--- config.mk ---
export PLATFORM = sky130hd
export DESIGN_NAME = stage_mem
export DESIGN_NICKNAME = d
export VERILOG_FILES = /design/src/rtl/mem_pkg.sv /design/src/rtl/mem_load_align.sv /design/src/rtl/stage_mem.sv
export SDC_FILE = /design/constraint.sdc
export NUM_CORES = 1
export LEC_CHECK = 0
export ABC_AREA = 1
export CAP_MARGIN = 20
export CORE_ASPECT_RATIO = 1.4
export CORE_MARGIN = 1.5
export CORE_UTILIZATION = 50
export DETAILED_ROUTE_END_ITERATION = 10
export PLACE_DENSITY = 0.92
export SLEW_MARGIN = 20
export SYNTH_ARGS = -nofsm -noshare
export SYNTH_HDL_FRONTEND = slang
export SYNTH_SLANG_ARGS = --single-unit
export TNS_END_PERCENT = 5
--- constraint.sdc ---
create_clock -name clock -period 2.45 [get_ports clock]
set_input_delay 0.245 -clock clock [delete_from_list [all_inputs] [get_ports clock]]
set_output_delay 0.245 -clock clock [all_outputs]
set_load 0.02 [all_outputs]
--- src/rtl/mem_pkg.sv ---
// Operator codes, FSM states and lane helpers for the memory-access stage.
package mem_pkg;

    localparam logic [7:0] OP_LB  = 8'h20;
    localparam logic [7:0] OP_LH  = 8'h21;
    localparam logic [7:0] OP_LW  = 8'h23;
    localparam logic [7:0] OP_LBU = 8'h24;
    localparam logic [7:0] OP_LHU = 8'h25;
    localparam logic [7:0] OP_SB  = 8'h28;
    localparam logic [7:0] OP_SH  = 8'h29;
    localparam logic [7:0] OP_SW  = 8'h2B;

    typedef enum logic {
        IDLE     = 1'b0,
        WAIT_ACK = 1'b1
    } state_t;

    typedef enum logic [1:0] {
        SIZE_BYTE = 2'd0,
        SIZE_HALF = 2'd1,
        SIZE_WORD = 2'd2
    } size_t;

    function automatic logic is_load(input logic [7:0] op);
        return op inside {OP_LB, OP_LH, OP_LW, OP_LBU, OP_LHU};
    endfunction

    function automatic logic is_store(input logic [7:0] op);
        return op inside {OP_SB, OP_SH, OP_SW};
    endfunction

    function automatic size_t op_size(input logic [7:0] op);
        if (op inside {OP_LB, OP_LBU, OP_SB})
            return SIZE_BYTE;
        else if (op inside {OP_LH, OP_LHU, OP_SH})
            return SIZE_HALF;
        else
            return SIZE_WORD;
    endfunction

    function automatic logic [3:0] lane_enable(input logic [7:0] op, input logic [1:0] a);
        case (op_size(op))
            SIZE_BYTE: return 4'b0001 << a;
            SIZE_HALF: return a[1] ? 4'b1100 : 4'b0011;
            default:   return 4'b1111;
        endcase
    endfunction

    function automatic logic [31:0] lane_data(input logic [7:0] op, input logic [31:0] d);
        case (op_size(op))
            SIZE_BYTE: return {4{d[7:0]}};
            SIZE_HALF: return {2{d[15:0]}};
            default:   return d;
        endcase
    endfunction

    function automatic logic is_misaligned(input logic [7:0] op, input logic [1:0] a);
        case (op_size(op))
            SIZE_HALF: return a[0];
            SIZE_WORD: return a != 2'b00;
            default:   return 1'b0;
        endcase
    endfunction

endpackage

--- src/rtl/mem_load_align.sv ---
// Selects the addressed byte/half of a load word and sign- or zero-extends it.
module mem_load_align
    import mem_pkg::*;
(
    input  logic [31:0] read_data,
    input  logic [7:0]  operator,
    input  logic [1:0]  a,
    output logic [31:0] result
);

    logic [7:0]  sel_byte;
    logic [15:0] sel_half;

    always_comb begin
        sel_byte = read_data[7:0];
        case (a)
            2'd1:    sel_byte = read_data[15:8];
            2'd2:    sel_byte = read_data[23:16];
            2'd3:    sel_byte = read_data[31:24];
            default: sel_byte = read_data[7:0];
        endcase
        // Halfword selection deliberately ignores a[0].
        sel_half = a[1] ? read_data[31:16] : read_data[15:0];

        result = read_data;
        case (operator)
            OP_LB:   result = {{24{sel_byte[7]}}, sel_byte};
            OP_LBU:  result = {24'd0, sel_byte};
            OP_LH:   result = {{16{sel_half[15]}}, sel_half};
            OP_LHU:  result = {16'd0, sel_half};
            default: result = read_data;
        endcase
    end

endmodule

--- src/rtl/stage_mem.sv ---
// MIPS memory-access stage: request/ack data port, byte lanes, registered write-back.
// Optional MEM_ALIGN_CHECK_EN adds misaligned-access trapping (address_error, bad_address).
module stage_mem
    import mem_pkg::*;
#(
    parameter int DATA_WIDTH     = 32,
    parameter int REG_ADDR_WIDTH = 5
) (
    input  logic                      clock,
    input  logic                      reset,
    input  logic                      ex_valid,
    output logic                      ex_ready,
    input  logic [7:0]                ex_operator,
    input  logic [DATA_WIDTH-1:0]     ex_result,
    input  logic [DATA_WIDTH-1:0]     ex_store_data,
    input  logic [REG_ADDR_WIDTH-1:0] ex_result_address,
    input  logic                      ex_write_enable,
    output logic                      dmem_request,
    output logic                      dmem_write,
    output logic [DATA_WIDTH-1:0]     dmem_address,
    output logic [3:0]                dmem_byte_enable,
    output logic [DATA_WIDTH-1:0]     dmem_write_data,
    input  logic                      dmem_ack,
    input  logic [DATA_WIDTH-1:0]     dmem_read_data,
    output logic                      wb_valid,
    output logic [REG_ADDR_WIDTH-1:0] wb_result_address,
    output logic                      wb_write_enable,
    output logic [DATA_WIDTH-1:0]     wb_result
`ifdef MEM_ALIGN_CHECK_EN
    ,
    output logic                      address_error,
    output logic [DATA_WIDTH-1:0]     bad_address
`endif
);

    state_t                    state, state_next;
    logic [7:0]                op_q, op_next;
    logic [1:0]                a_q, a_next;
    logic [REG_ADDR_WIDTH-1:0] dest_q, dest_next;
    logic                      we_q, we_next;

    logic                      req_next, write_next;
    logic [DATA_WIDTH-1:0]     addr_next, wdata_next;
    logic [3:0]                be_next;
    logic                      wb_valid_next, wb_we_next;
    logic [REG_ADDR_WIDTH-1:0] wb_addr_next;
    logic [DATA_WIDTH-1:0]     wb_result_next;
    logic [DATA_WIDTH-1:0]     load_value;
    logic                      ex_is_mem;
`ifdef MEM_ALIGN_CHECK_EN
    logic                      err_next;
    logic [DATA_WIDTH-1:0]     bad_next;
`endif

    mem_load_align u_load_align (
        .read_data (dmem_read_data),
        .operator  (op_q),
        .a         (a_q),
        .result    (load_value)
    );

    assign ex_ready  = (state == IDLE);
    assign ex_is_mem = is_load(ex_operator) || is_store(ex_operator);

    always_ff @(posedge clock) begin
        if (reset)
            state <= IDLE;
        else
            state <= state_next;
    end

    always_comb begin
        state_next     = state;
        op_next        = op_q;
        a_next         = a_q;
        dest_next      = dest_q;
        we_next        = we_q;
        req_next       = dmem_request;
        write_next     = dmem_write;
        addr_next      = dmem_address;
        be_next        = dmem_byte_enable;
        wdata_next     = dmem_write_data;
        wb_valid_next  = 1'b0;
        wb_we_next     = 1'b0;
        wb_addr_next   = wb_result_address;
        wb_result_next = wb_result;
`ifdef MEM_ALIGN_CHECK_EN
        err_next       = 1'b0;
        bad_next       = bad_address;
`endif

        case (state)
            IDLE: begin
                if (ex_valid && !ex_is_mem) begin
                    wb_valid_next  = 1'b1;
                    wb_we_next     = ex_write_enable;
                    wb_addr_next   = ex_result_address;
                    wb_result_next = ex_result;
                end else if (ex_valid) begin
`ifdef MEM_ALIGN_CHECK_EN
                    // A trapped access retires immediately without touching memory.
                    if (is_misaligned(ex_operator, ex_result[1:0])) begin
                        wb_valid_next  = 1'b1;
                        wb_addr_next   = ex_result_address;
                        wb_result_next = ex_result;
                        err_next       = 1'b1;
                        bad_next       = ex_result;
                    end else
`endif
                    begin
                        op_next    = ex_operator;
                        a_next     = ex_result[1:0];
                        dest_next  = ex_result_address;
                        we_next    = ex_write_enable;
                        req_next   = 1'b1;
                        write_next = is_store(ex_operator);
                        addr_next  = {ex_result[DATA_WIDTH-1:2], 2'b00};
                        be_next    = lane_enable(ex_operator, ex_result[1:0]);
                        wdata_next = lane_data(ex_operator, ex_store_data);
                        state_next = WAIT_ACK;
                    end
                end
            end
            WAIT_ACK: begin
                if (dmem_ack) begin
                    req_next       = 1'b0;
                    wb_valid_next  = 1'b1;
                    wb_addr_next   = dest_q;
                    wb_we_next     = is_load(op_q) && we_q;
                    wb_result_next = is_load(op_q) ? load_value : '0;
                    state_next     = IDLE;
                end
            end
            default: state_next = IDLE;
        endcase
    end

    always_ff @(posedge clock) begin
        if (reset) begin
            op_q              <= '0;
            a_q               <= '0;
            dest_q            <= '0;
            we_q              <= 1'b0;
            dmem_request      <= 1'b0;
            dmem_write        <= 1'b0;
            dmem_address      <= '0;
            dmem_byte_enable  <= '0;
            dmem_write_data   <= '0;
            wb_valid          <= 1'b0;
            wb_write_enable   <= 1'b0;
            wb_result_address <= '0;
            wb_result         <= '0;
`ifdef MEM_ALIGN_CHECK_EN
            address_error     <= 1'b0;
            bad_address       <= '0;
`endif
        end else begin
            op_q              <= op_next;
            a_q               <= a_next;
            dest_q            <= dest_next;
            we_q              <= we_next;
            dmem_request      <= req_next;
            dmem_write        <= write_next;
            dmem_address      <= addr_next;
            dmem_byte_enable  <= be_next;
            dmem_write_data   <= wdata_next;
            wb_valid          <= wb_valid_next;
            wb_write_enable   <= wb_we_next;
            wb_result_address <= wb_addr_next;
            wb_result         <= wb_result_next;
`ifdef MEM_ALIGN_CHECK_EN
            address_error     <= err_next;
            bad_address       <= bad_next;
`endif
        end
    end

endmodule

Word level (Yosys, flattened, before mapping)
Index checks and enable logic that the tools add are counted.
{"block": "totals", "wordCells": 83, "latch_bits": 0, "mem_count": 0, "mem_bits_rw": 0, "inputBits": 114, "register_bits": 124, "mem_bits_ro": 0, "out_inout_bits": 110}
{"block": "classes", "reduce_logical": 13, "n_mul": 0, "order_cmp": 0, "bitwise_logic": 2, "div": 0, "addsub": 0, "mux": 32, "eq_ne": 21, "shifts": 1}
{"cell": "$pmux 32 s2", "count": 2}
{"cell": "$pmux 32 s4", "count": 1}
{"cell": "$eq 8x6->1 const B", "count": 13}
{"cell": "$mux 32", "count": 3}
{"cell": "$pmux 8 s3", "count": 1}
{"cell": "$mux 16", "count": 1}
{"cell": "$mux 1", "count": 10}
{"cell": "$mux 2", "count": 5}
{"cell": "$mux 5", "count": 2}
{"cell": "$pmux 5 s2", "count": 1}
{"cell": "$reduce_bool 5->1", "count": 2}
{"cell": "$reduce_bool 3->1", "count": 3}
{"cell": "$pmux 1 s2", "count": 4}
{"cell": "$pmux 4 s2", "count": 1}
{"cell": "$ne 2x2->1 const B", "count": 3}
{"cell": "$reduce_and 3->1", "count": 2}
{"cell": "$eq 2x1->1 const B", "count": 2}
{"cell": "$eq 2x2->1 const B", "count": 2}
{"cell": "$mux 4", "count": 1}
{"cell": "$shl 1x2->4 const A", "count": 1}
{"cell": "$logic_and 1x1->1", "count": 2}
{"cell": "$logic_not 2->1", "count": 1}
{"cell": "$ne 2x1->1 const B", "count": 1}
{"cell": "$not 1->1", "count": 2}
{"cell": "other kinds (3)", "count": 3}

Longest topological paths before layout
Gate-level depths: netlist (run 1).
{"block": "depth", "word_depth": 9, "ltp_mapped": 13, "mapped_depth_nobuf": 12}

Hierarchy
From an unflattened synthesis (run 1), not the netlist that was laid out.
{"block": "unflattened", "hier_cells": 1263, "hier_area_um2": 7405.9}
{"module": "stage_mem", "area_per_inst_um2": 6301.0, "seq_area_each_um2": 2482.4, "cells_per_inst": 1032, "n_inst": 1}
{"module": "mem_load_align", "area_per_inst_um2": 1104.8, "seq_area_each_um2": 0.0, "cells_per_inst": 231, "n_inst": 1}

Least setup slack after synthesis (run 1)
OpenSTA, ideal clock, no wires.
{"block": "synth_timing", "kind": "reg2reg", "startpoint": "reg state", "endpoint": "reg wb_result[23]", "setup_time_ps": 109, "setup_slack_ps": 983, "path_buffers": 3, "path_stages_with_launch": 10, "arrival_ps": 1358, "synth_period_minus_slack_ps": 1467, "t_required_ps": 2341, "path_cell_list": "dfxtp_1 buf_2 nor2_1 nand3_4 nand2_2 buf_6 buf_4 nand3_1 nand2_1 inv_1"}
{"block": "synth_via", "elab_chain_len": 3, "word_cells_on_any_way": 5, "classes_between": "2 x eq/ne; 1 x mux; 1 x bitwise; 1 x reduce/logical"}
{"element": "start, declared", "line": "stage_mem.sv:36", "source": "state_t state, state_next;"}
{"element": "start signal, assigned", "line": "stage_mem.sv:69", "source": "state <= state_next;"}
{"element": "$not 1->1 (no line)"}
{"element": "$ne 2x1->1 (no line)"}
{"element": "$reduce_and 2->1 (no line)"}
{"element": "end signal, assigned", "line": "stage_mem.sv:170", "source": "wb_result <= wb_result_next;"}
{"element": "end, declared", "line": "stage_mem.sv:28", "source": "output logic [DATA_WIDTH-1:0] wb_result"}
Several ways; a longest one is shown, not always the timed one.
A chain may end at the register's enable or synchronous reset.

Worst setup path in the final report (run 1)
{"block": "layout_timing", "startpoint": "reg a_q[1]", "endpoint": "reg wb_result[19]"}
{"block": "layout_via", "elab_chain_len": 6, "word_cells_on_any_way": 9, "classes_between": "3 x eq/ne; 6 x mux"}
{"element": "start, declared", "line": "stage_mem.sv:38", "source": "logic [1:0] a_q, a_next;"}
{"element": "start signal, assigned", "line": "stage_mem.sv:159", "source": "a_q <= a_next;"}
{"element": "$eq 2x2->1 / $eq 2x1->1 (equally long branches)", "line": "mem_load_align.sv:16", "source": "case (a)"}
{"element": "$pmux 8 s3", "line": "mem_load_align.sv:16"}
{"element": "$pmux 32 s4 (*)", "line": "mem_load_align.sv:26", "source": "case (operator)"}
{"element": "$mux 32 (*)", "line": "stage_mem.sv:130", "source": "wb_result_next = is_load(op_q) ? load_value : '0;"}
{"element": "$mux 32 (*)", "line": "stage_mem.sv:125", "source": "if (dmem_ack) begin"}
{"element": "$pmux 32 s2 (*)", "line": "stage_mem.sv:92", "source": "case (state)"}
Mark *: on every way between the ends. The rest lies on a longest branch, timed or not. The select of a mux whose other input is x is not followed.

==> results.md, run 1 <==
• Tightest Pin Transition: 0.608 ns
• setup slack, reg-to-reg: 0.31 ns
• diode insertion count for antenna repair: 0
• sum of negative setup slack: 0 ns
• Post-Syn Instances: 1,048
• clock transition time at the flip-flop clock pins of the worst setup and hold paths: 0.06 ns
• Reg2Reg Launch Point: a_q[1]
• initial cell density of the core: 50.9%
• min-delay src: reset
• worst min-delay path category: input port to register
• maximum number of pins on one net before global-route repair: 57
• most used cell along the critical path: sky130_fd_sc_hd__nand2_1
• average wire length per cell after detail routing: 15.4 um
• count of H-tree levels built during CTS: 4
• antenna viol nets, final: 0
• required time of the critical path: 2.76 ns
• number of global-route vias before repair: 7,286
• signal arrival time at the worst endpoint: 2.46 ns
• via count normalized by instance count: 5.35
• number of antenna violations at the first check in global routing: 0
• most frequent standard cell in the layout excluding fill and tap cells: sky130_fd_sc_hd__nand2_1
• endpoint of the lowest-slack register-to-register path: wb_result[19]
• top library cells by usage in the layout, fill and taps aside: sky130_fd_sc_hd__nand2_1 (381), sky130_fd_sc_hd__clkdlybuf4s50_1 (220), sky130_fd_sc_hd__nor2_1 (188)
• floorplan die area: 13,700 um^2
• master cell of the clock root buffer: sky130_fd_sc_hd__clkbuf_16
• # Max-Cap Violations: 0
• DRT Wirelength: 21,700 um
• type of the setup path with the least slack: register to register
• number of placement rows: 49
• crit start category: register
• power per unit of standard cell area: 577 nW/um^2
• slowest stage cell on the critical path: sky130_fd_sc_hd__dfxtp_1
• crit path buf inv count: 2
• vertical extent of the die: 138 um
• post-cts resize count: 0
• count of TritonRoute iterations in the first routing pass: 5
• r2r worst-path depth: 9
• capturing element type of the critical path: register
• register bit total from synthesis: 124
• Max rail drop VDD: 445 uV
• leakage dissipation: 4.14 nW
• result of the run: finished, final reports clean
• Critical Path Fanout Max: 16
• Final HPWL DP: 15,300 um
• Post-CTS Setup Repair Bufs: 0
• CP top delay family: simple AND/OR/NAND/NOR gates
• Initial DRC Count: 553
• Post-Route Skew: 0.00807 ns
• number of setup violations in the final report: 0
• P&R area growth vs syn: 43.3%
• weighted congestion at the end of routability-driven global placement: 0.957
• Hold Fails Final Rpt: 0
• number of port buffers: 221
• highest clock rate: 467 MHz
• Syn Area/Cell: 6.22 um^2
• endpoint of the worst hold path: wb_result_address[1]
• top-level port count: 224
• chain of cells forming the critical path: inv_1, nand2_1, nand3_1, nand4_4, nand3_2, nand2_1, nand3_1, nand2_1, inv_1
• number of buffers created by CTS: 17
• wire length of the first global-routing pass: 35,000 um
• worst hold path cell count: 4
• count of vias placed by the detailed router: 7,581
• Ys Warns: 0
• cell area after layout: 9340 um^2
• post-detailed-placement cell area: 8770 um^2
• largest incremental delay on the critical path: 0.52 ns
• layout net count: 1,364
• library cells used by synthesis: 29
• width of the die: 99.5 um
• placeable core region: 12,800 um^2
• TritonCTS clock tree: yes
• sequential element share of the synthesized area: 38.1%
• fill cell instance count of the final layout: 954
• count of unresolved DRC violations after routing: 0
• clock insertion delay at the later pin of the skew report: 0.42 ns
• ratio of cells with drive above 1 in the final layout: 7.28%
• total number of clock tree sinks: 124
• grt total ovfl: 0
• clock tree buffer depth: 2
• Hold Buf Count CTS: 0
• share of the clock period used by the worst path: 87.4%
• RSZ-0062 raised after global routing: false
• summed instance area of the synthesized netlist: 6520 um^2
• final period demand of the worst path: 2.14 ns
• relative slew slack: 59.4%
• max-slew violation count: 0
• Global Route Usage Sum: 32.0%
-- logic make-up (layout without fill, tap and decap cells) --
group | count (synthesis) | in the layout | synth area share [%]
DFF | 124 | 124 | 38.1
other | 1 | 2 | 0.0575
buffers and inverters | 129 | 343 | 9.41
and+or+nand+nor | 687 | 687 | 44.1
AOI/OAI and AO/OA | 107 | 107 | 8.37
-- routing by layer --
layer,part of all wire [%],vias up,GRT usage [%]
li1,-,3661,-
met1,36,3390,34.9
met2,49,424,54.2
met3,8.4,106,8.24
met4,6.2,0,21.0
met5,0,-,0
-- tightest hold or removal path, cell delays in order --
cell and delay, ns:
sky130_fd_sc_hd__buf_2 0.10, sky130_fd_sc_hd__inv_2 0.19, sky130_fd_sc_hd__o21ai_0 0.14, sky130_fd_sc_hd__nor2_1 0.04
-- registers in the layout (all words and copies together), names as in the netlist, 2 cells and up --
register and cells:
dmem_write_data 32, op_q 8, wb_result_address 5, dmem_byte_enable 4, dest_q 5, wb_result 32
a_q 2, dmem_address 30
-- power breakdown --
part / switching (mW) / internal [mW] / leakage, nW
clock: 0.915 / 1.52 / 0.274
sequential: 0.0411 / 2.09 / 1.01
combinational: 0.421 / 0.397 / 2.85
total: 1.38 / 4.01 / 4.14
-- Yosys cell counts (all sizes together) --
library cell,n,area (um^2)
a21oi,61,305
and2,1,6.26
and3,1,6.26
buf,41,283
clkbuf,22,82.6
clkinv,1,3.75
conb,1,3.75
dfxtp,124,2480
inv,65,244
nand2,387,1470
nand3,61,328
nand3b,17,128
nand4,9,71.3
nor2,193,757
nor3,3,15.0
o211ai,2,20.0
o21ai,44,220
or2,15,93.8
-- worst max path at each step --
| stage | start | endpoint | slack, ns | cells past startpoint |
|---|---|---|---|---|
| global route | a_q[1] | wb_result[30] | 0.15 | 9 |
| detailed placement | ex_operator[5] | wb_result[17] | 0.26 | 12 |
| floorplan | state | wb_result[23] | 0.98 | 9 |
| global placement | ex_operator[3] | wb_result[25] | 0.36 | 12 |
| finish | a_q[1] | wb_result[19] | 0.31 | 9 |
| CTS | a_q[1] | wb_result[30] | 0.35 | 9 |
-- layout make-up --
cell class | instances | area [um^2] | share of cell area (%)
timing repair buffer | 245 | 2420 | 26.0
clock inverter | 10 | 116 | 1.25
inverter | 66 | 248 | 2.65
tap | 153 | 191 | 2.05
sequential | 124 | 2480 | 26.6
multi-input combinational | 796 | 3430 | 36.7
clock buffer | 22 | 454 | 4.86
-- per-stage QoR --
stage	std cells	util [%]	power, mW	setup slack [ns]	hold slack (ns)
after floorplan	1049	-	2.55	0.983	0.389
after global placement	1384	68.5	2.96	0.365	0.435
after detailed placement	1384	68.5	2.97	0.261	0.447
after CTS	1416	72.9	5.39	0.348	0.330
after global routing	1416	72.9	5.57	0.151	0.362
final	1416	72.9	5.39	0.308	0.348
Power figures use the tool's default switching activity.
==> inputs of run 2 (changes only) <==
GPL_ROUTABILITY_DRIVEN = 0   (was not set)
SLEW_MARGIN = not set   (was 20)
==> run 2 against run 1 <==
Compared with the run above:
- clock-buffer cell count is 2 lower
- sequential power is essentially flat
- hold slack gained 0.030 ns
- largest cell class unchanged
- power up 3.5%
- first-iteration DRC count is 16% lower
- design area increased by 0.50%
- non-clock buffer count unchanged
==> results.md, run 2 (synthesized netlist as in run 1, its figures left out) <==
• result of the run: finished, final reports clean, unchanged
• Final HPWL DP: 15,400 um, was 15,300 um
• relative slew slack: 57.6%, was 59.4%
• initial cell density of the core: 50.9%, unchanged
• required time of the critical path: 2.76 ns, about the same
• fin cells: 1,416, unchanged
• count of TritonRoute iterations in the first routing pass: 8, was 5
• average wire length per cell after detail routing: 15.6 um, was 15.4 um
• largest registers: dmem_write_data x32, wb_result x32, dmem_address x30, unchanged
• Critical Path Fanout Max: 16, unchanged
• maximum number of pins on one net before global-route repair: 65, was 57
• Tightest Pin Transition: 0.637 ns, was 0.608 ns
• share of the clock period used by the worst path: 83.2%, was 87.4%
• number of placement rows: 49, unchanged
• Global Route Usage Sum: 32.1%, was 32.0%
• DRT Wirelength: 22,100 um, was 21,700 um
• final period demand of the worst path: 2.04 ns, was 2.14 ns
• number of antenna violations at the first check in global routing: 0, unchanged
• type of the setup path with the least slack: register to register, unchanged
• Post-CTS Setup Repair Bufs: 0, unchanged
• count of H-tree levels built during CTS: 4, unchanged
• top library cells by usage in the layout, fill and taps aside: sky130_fd_sc_hd__nand2_1 (381), sky130_fd_sc_hd__clkdlybuf4s50_1 (220), sky130_fd_sc_hd__nor2_1 (188), unchanged
• count of vias placed by the detailed router: 7,563, was 7,581
• clock transition time at the flip-flop clock pins of the worst setup and hold paths: 0.06 ns, about the same
• Hold Fails Final Rpt: 0, unchanged
• final core utilization: 73.3%, was 72.9%
• signal arrival time at the worst endpoint: 2.35 ns, was 2.46 ns
• P&R area growth vs syn: 44.1%, was 43.3%
• post-cts resize count: 0, unchanged
• width of the die: 99.5 um, unchanged
• via count normalized by instance count: 5.34, was 5.35
• highest clock rate: 491 MHz, was 467 MHz
• number of port buffers: 221, unchanged
• wire length of the first global-routing pass: 35,400 um, was 35,000 um
• layout net count: 1,364, unchanged
• vertical extent of the die: 138 um, unchanged
• ratio of cells with drive above 1 in the final layout: 7.52%, was 7.28%
• RSZ-0062 raised after global routing: false, unchanged
• capturing element type of the critical path: register, unchanged
• number of setup violations in the final report: 0, unchanged
• number of buffers created by CTS: 17, unchanged
• Reg2Reg Launch Point: a_q[1], unchanged
• placeable core region: 12,800 um^2, unchanged
• # Max-Cap Violations: 0, unchanged
• grt total ovfl: 0, unchanged
• crit start category: register, unchanged
• count of unresolved DRC violations after routing: 0, unchanged
• number of placed instances, taps included: 1,384, unchanged
• number of global-route vias before repair: 7,304, was 7,286
• total number of clock tree sinks: 124, unchanged
• floorplan die area: 13,700 um^2, unchanged
• crit path launch: a_q[1], unchanged
• max-slew violation count: 0, unchanged
• Hold Buf Count CTS: 0, unchanged
• Initial DRC Count: 466, was 553
• master cell of the clock root buffer: sky130_fd_sc_hd__clkbuf_16, unchanged
• min-delay src: reset, unchanged
• clock tree buffer depth: 2, unchanged
• Max rail drop VDD: 454 uV, was 445 uV
• leakage dissipation: 4.15 nW, was 4.14 nW
• worst min-delay path category: input port to register, unchanged
• sum of negative setup slack: 0 ns, unchanged
• diode insertion count for antenna repair: 0, unchanged
• Post-Route Skew: 0.0102 ns, was 0.00807 ns
• power per unit of standard cell area: 594 nW/um^2, was 577 nW/um^2
• TritonCTS clock tree: yes, unchanged
• antenna viol nets, final: 0, unchanged
• top-level port count: 224, unchanged
• most frequent standard cell in the layout excluding fill and tap cells: sky130_fd_sc_hd__nand2_1, unchanged
• clock insertion delay at the later pin of the skew report: 0.41 ns, was 0.42 ns
## run 2: cell types whose count changed in the layout (fill, tap and decap cells not counted)
cell                         previous run  this run
sky130_fd_sc_hd__clkinv_4               2         1
sky130_fd_sc_hd__clkinvlp_4             2         4
sky130_fd_sc_hd__clkbuf_8               1         2
sky130_fd_sc_hd__bufinv_16              2         3
sky130_fd_sc_hd__clkinv_2               3         1
sky130_fd_sc_hd__clkbuf_1               4         1
sky130_fd_sc_hd__inv_6                  1         3
## run 2: routing by layer
metal  global-route usage (%)  vias up  routed length [um]
met5                        0        -                   0
met4                     19.4        0                1220
met3                     7.38       91                1690
met2                     54.9      388               11000
met1                     35.8     3418                8220
li1                         -     3666                   -
## run 2: worst max-delay path, cell delays in order (launching register included)
cell	delay, ns
sky130_fd_sc_hd__dfxtp_1	0.47
sky130_fd_sc_hd__inv_1	0.26
sky130_fd_sc_hd__nand2_1	0.14
sky130_fd_sc_hd__nand3_1	0.13
sky130_fd_sc_hd__nand4_4	0.19
sky130_fd_sc_hd__nand3_2	0.30
sky130_fd_sc_hd__nand2_1	0.23
sky130_fd_sc_hd__nand3_1	0.11
sky130_fd_sc_hd__nand2_1	0.08
sky130_fd_sc_hd__inv_1	0.04
## run 2: final timing paths
kind,to,slack (ns),depth (start not counted)
setup reg to reg,wb_result[29],0.41,9
hold reg to reg,op_q[6],0.46,2
setup / recovery,wb_result[29],0.41,9
hold / removal,dmem_write_data[27],0.38,4
## run 2: layout make-up
cell class	count	area, um^2
clock buffers	20	457
clock inverters	12	160
fillers	978	3420
inverters	66	248
multi-input cells	796	3430
flip-flops and latches	124	2480
well taps	153	191
repair buffers	245	2420
## run 2: metrics by stage
stage | hold slack [ns] | cell area [um^2] | power, mW | worst slack, ns
3_5_place_dp | 0.448 | 8770 | 2.97 | 0.300
3_3_place_gp | 0.435 | 8770 | 2.96 | 0.358
2_1_floorplan | 0.389 | 6520 | 2.55 | 0.983
6_report | 0.378 | 9390 | 5.58 | 0.413
4_1_cts | 0.365 | 9390 | 5.59 | 0.461
5_1_grt | 0.405 | 9390 | 5.76 | 0.251
## run 2: report_power, final
| part | leakage (nW) | switching, mW | internal (mW) |
|---|---|---|---|
| sequential | 1.01 | 0.0399 | 2.09 |
| combinational | 2.85 | 0.428 | 0.397 |
| clock | 0.290 | 0.961 | 1.66 |
==> inputs of run 3 (changes only) <==
CORE_UTILIZATION = 46   (was 50)
PLACE_DENSITY = 0.86   (was 0.92)
clock period = 1.9 ns   (was 2.45 ns; I/O delays follow)
==> run 3 against run 2 <==
Compared with the run above:
- clock-buffer cell count decreased by 1
- sequential share of layout area decreased by 0.71 points
- non-clock buffer count increased by 19
- critical path type is now register to primary output
- highest routed layer unchanged
==> results.md, run 3 (synthesized netlist as in run 1, its figures left out) <==
• worst min-delay path category: input port to register, unchanged
• number of placement rows: 51, was 49
• clock transition time at the flip-flop clock pins of the worst setup and hold paths: 0.06 ns, about the same
• Critical Path Fanout Max: 8, was 16
• count of unresolved DRC violations after routing: 0, unchanged
• PnR worst setup slack: 0.0849 ns, was 0.413 ns
• count of H-tree levels built during CTS: 4, unchanged
• highest clock rate: 551 MHz
• share of the clock period used by the worst path: 95.5%
• leakage dissipation: 4.27 nW, was 4.15 nW
• RSZ-0062 raised after global routing: false, unchanged
• TritonCTS clock tree: yes, unchanged
• number of antenna violations at the first check in global routing: 0, unchanged
• crit path launch: state, was a_q[1]
• grt total ovfl: 0, unchanged
• capturing element type of the critical path: primary output, was register
• Max rail drop VDD: 570 uV, was 454 uV
• power per unit of standard cell area: 749 nW/um^2, was 594 nW/um^2
• post-detailed-placement cell area: 9020 um^2, was 8770 um^2
• Final HPWL DP: 15,400 um, about the same
• Total Power: 7.23 mW, was 5.58 mW
• Global Route Usage Sum: 28.6%, was 32.1%
• signal arrival time at the worst endpoint: 1.63 ns, was 2.35 ns
• required time of the critical path: 1.71 ns, was 2.76 ns
• relative slew slack: 58.4%, was 57.6%
• type of the setup path with the least slack: register to primary output, was register to register
• Initial DRC Count: 408, was 466
• fin cells: 1,467, was 1,416
• number of setup violations in the final report: 0, unchanged
• vertical extent of the die: 144 um, was 138 um
• antenna viol nets, final: 0, unchanged
• Hold WS: 0.173 ns, was 0.378 ns
• number of global-route vias before repair: 7,158, was 7,304
• top-level port count: 224, unchanged
• number of placed instances, taps included: 1,435, was 1,384
• crit start category: register, unchanged
• master cell of the clock root buffer: sky130_fd_sc_hd__clkbuf_16, unchanged
• count of TritonRoute iterations in the first routing pass: 5, was 8
• placeable core region: 13,800 um^2, was 12,800 um^2
• number of port buffers: 221, unchanged
• average wire length per cell after detail routing: 14.7 um, was 15.6 um
• min-delay src: reset, unchanged
• worst slack at placement: -0.147 ns, was 0.300 ns
• final period demand of the worst path: 1.82 ns
• cell area after layout: 9650 um^2, was 9390 um^2
• P&R area growth vs syn: 48.1%, was 44.1%
• floorplan die area: 14,900 um^2, was 13,700 um^2
• result of the run: finished, final reports clean, unchanged
• Reg2Reg Launch Point: op_q[4], was a_q[1]
• # Max-Cap Violations: 0, unchanged
• max-slew violation count: 0, unchanged
• Tightest Pin Transition: 0.624 ns, was 0.637 ns
• width of the die: 104 um, was 99.5 um
• number of buffers created by CTS: 17, unchanged
• DRT Wirelength: 21,500 um, was 22,100 um
• clock tree buffer depth: 2, unchanged
• largest registers: dmem_write_data x32, wb_result x32, dmem_address x30, unchanged
• top library cells by usage in the layout, fill and taps aside: sky130_fd_sc_hd__nand2_1 (381), sky130_fd_sc_hd__clkdlybuf4s50_1 (220), sky130_fd_sc_hd__nor2_1 (188), unchanged
• total number of clock tree sinks: 124, unchanged
• Hold Fails Final Rpt: 0, unchanged
• count of vias placed by the detailed router: 7,530, was 7,563
• most frequent standard cell in the layout excluding fill and tap cells: sky130_fd_sc_hd__nand2_1, unchanged
• clock insertion delay at the later pin of the skew report: 0.42 ns, was 0.41 ns
• initial cell density of the core: 47.1%, was 50.9%
• wire length of the first global-routing pass: 34,100 um, was 35,400 um
• layout net count: 1,383, was 1,364
• maximum number of pins on one net before global-route repair: 56, was 65
• Post-CTS Setup Repair Bufs: 0, unchanged
• ratio of cells with drive above 1 in the final layout: 8.97%, was 7.52%
• diode insertion count for antenna repair: 0, unchanged
• final core utilization: 69.7%, was 73.3%
• sum of negative setup slack: 0 ns, unchanged
• via count normalized by instance count: 5.13, was 5.34
• Post-Route Skew: 0.00976 ns, was 0.0102 ns
-- run 3: cell count changes in the layout (fill, tap and decap cells not counted) --
cell	delta
sky130_fd_sc_hd__clkinv_4	+3
sky130_fd_sc_hd__nand2_2	-1
sky130_fd_sc_hd__nand2_4	+1
sky130_fd_sc_hd__clkinv_2	+1
sky130_fd_sc_hd__nand3_4	+1
sky130_fd_sc_hd__buf_4	+14
sky130_fd_sc_hd__inv_6	-2
sky130_fd_sc_hd__buf_12	+5
sky130_fd_sc_hd__clkinvlp_4	-1
sky130_fd_sc_hd__clkbuf_1	-1
sky130_fd_sc_hd__nand3_2	-1
-- run 3: layout make-up --
class                   count  area, um^2
fillers                  1124        4200
repair buffers            264        2630
inverters                  66         248
flip-flops and latches    124        2480
clock inverters            13         166
clock buffers              19         453
well taps                 185         231
multi-input cells         796        3440
-- run 3: worst max-delay path, stage by stage, from the launching register on --
cell and delay [ns]:
sky130_fd_sc_hd__dfxtp_1 0.32, sky130_fd_sc_hd__buf_4 0.18, sky130_fd_sc_hd__inv_1 0.10, sky130_fd_sc_hd__clkdlybuf4s50_1 0.61
-- run 3: worst paths after layout --
path | slack [ns] | endpoint | cells past startpoint
max | 0.08 | ex_ready | 3
min | 0.17 | wb_result[14] | 4
max reg2reg | 0.14 | wb_result[12] | 13
min reg2reg | 0.45 | op_q[6] | 2
-- run 3: metal layers --
layer	wire (um)	GRT usage (%)	share of wire, %	vias up
li1	-	-	-	3702
met1	7890	29.5	37	3400
met2	10800	51.6	50	347
met3	1780	8.16	8.3	81
met4	1030	17.3	4.8	0
met5	0	0	0	-
-- run 3: power by group --
group | internal (mW) | switching, mW | leakage, nW
clock | 2.14 | 1.26 | 0.296
combinational | 0.540 | 0.545 | 2.97
sequential | 2.69 | 0.0483 | 1.01
total | 5.37 | 1.85 | 4.27
-- run 3: repair_timing --
item	in CTS	in global routing
setup endpoints to repair	0	14
hold buffers	0	0
gates resized for setup	0	2
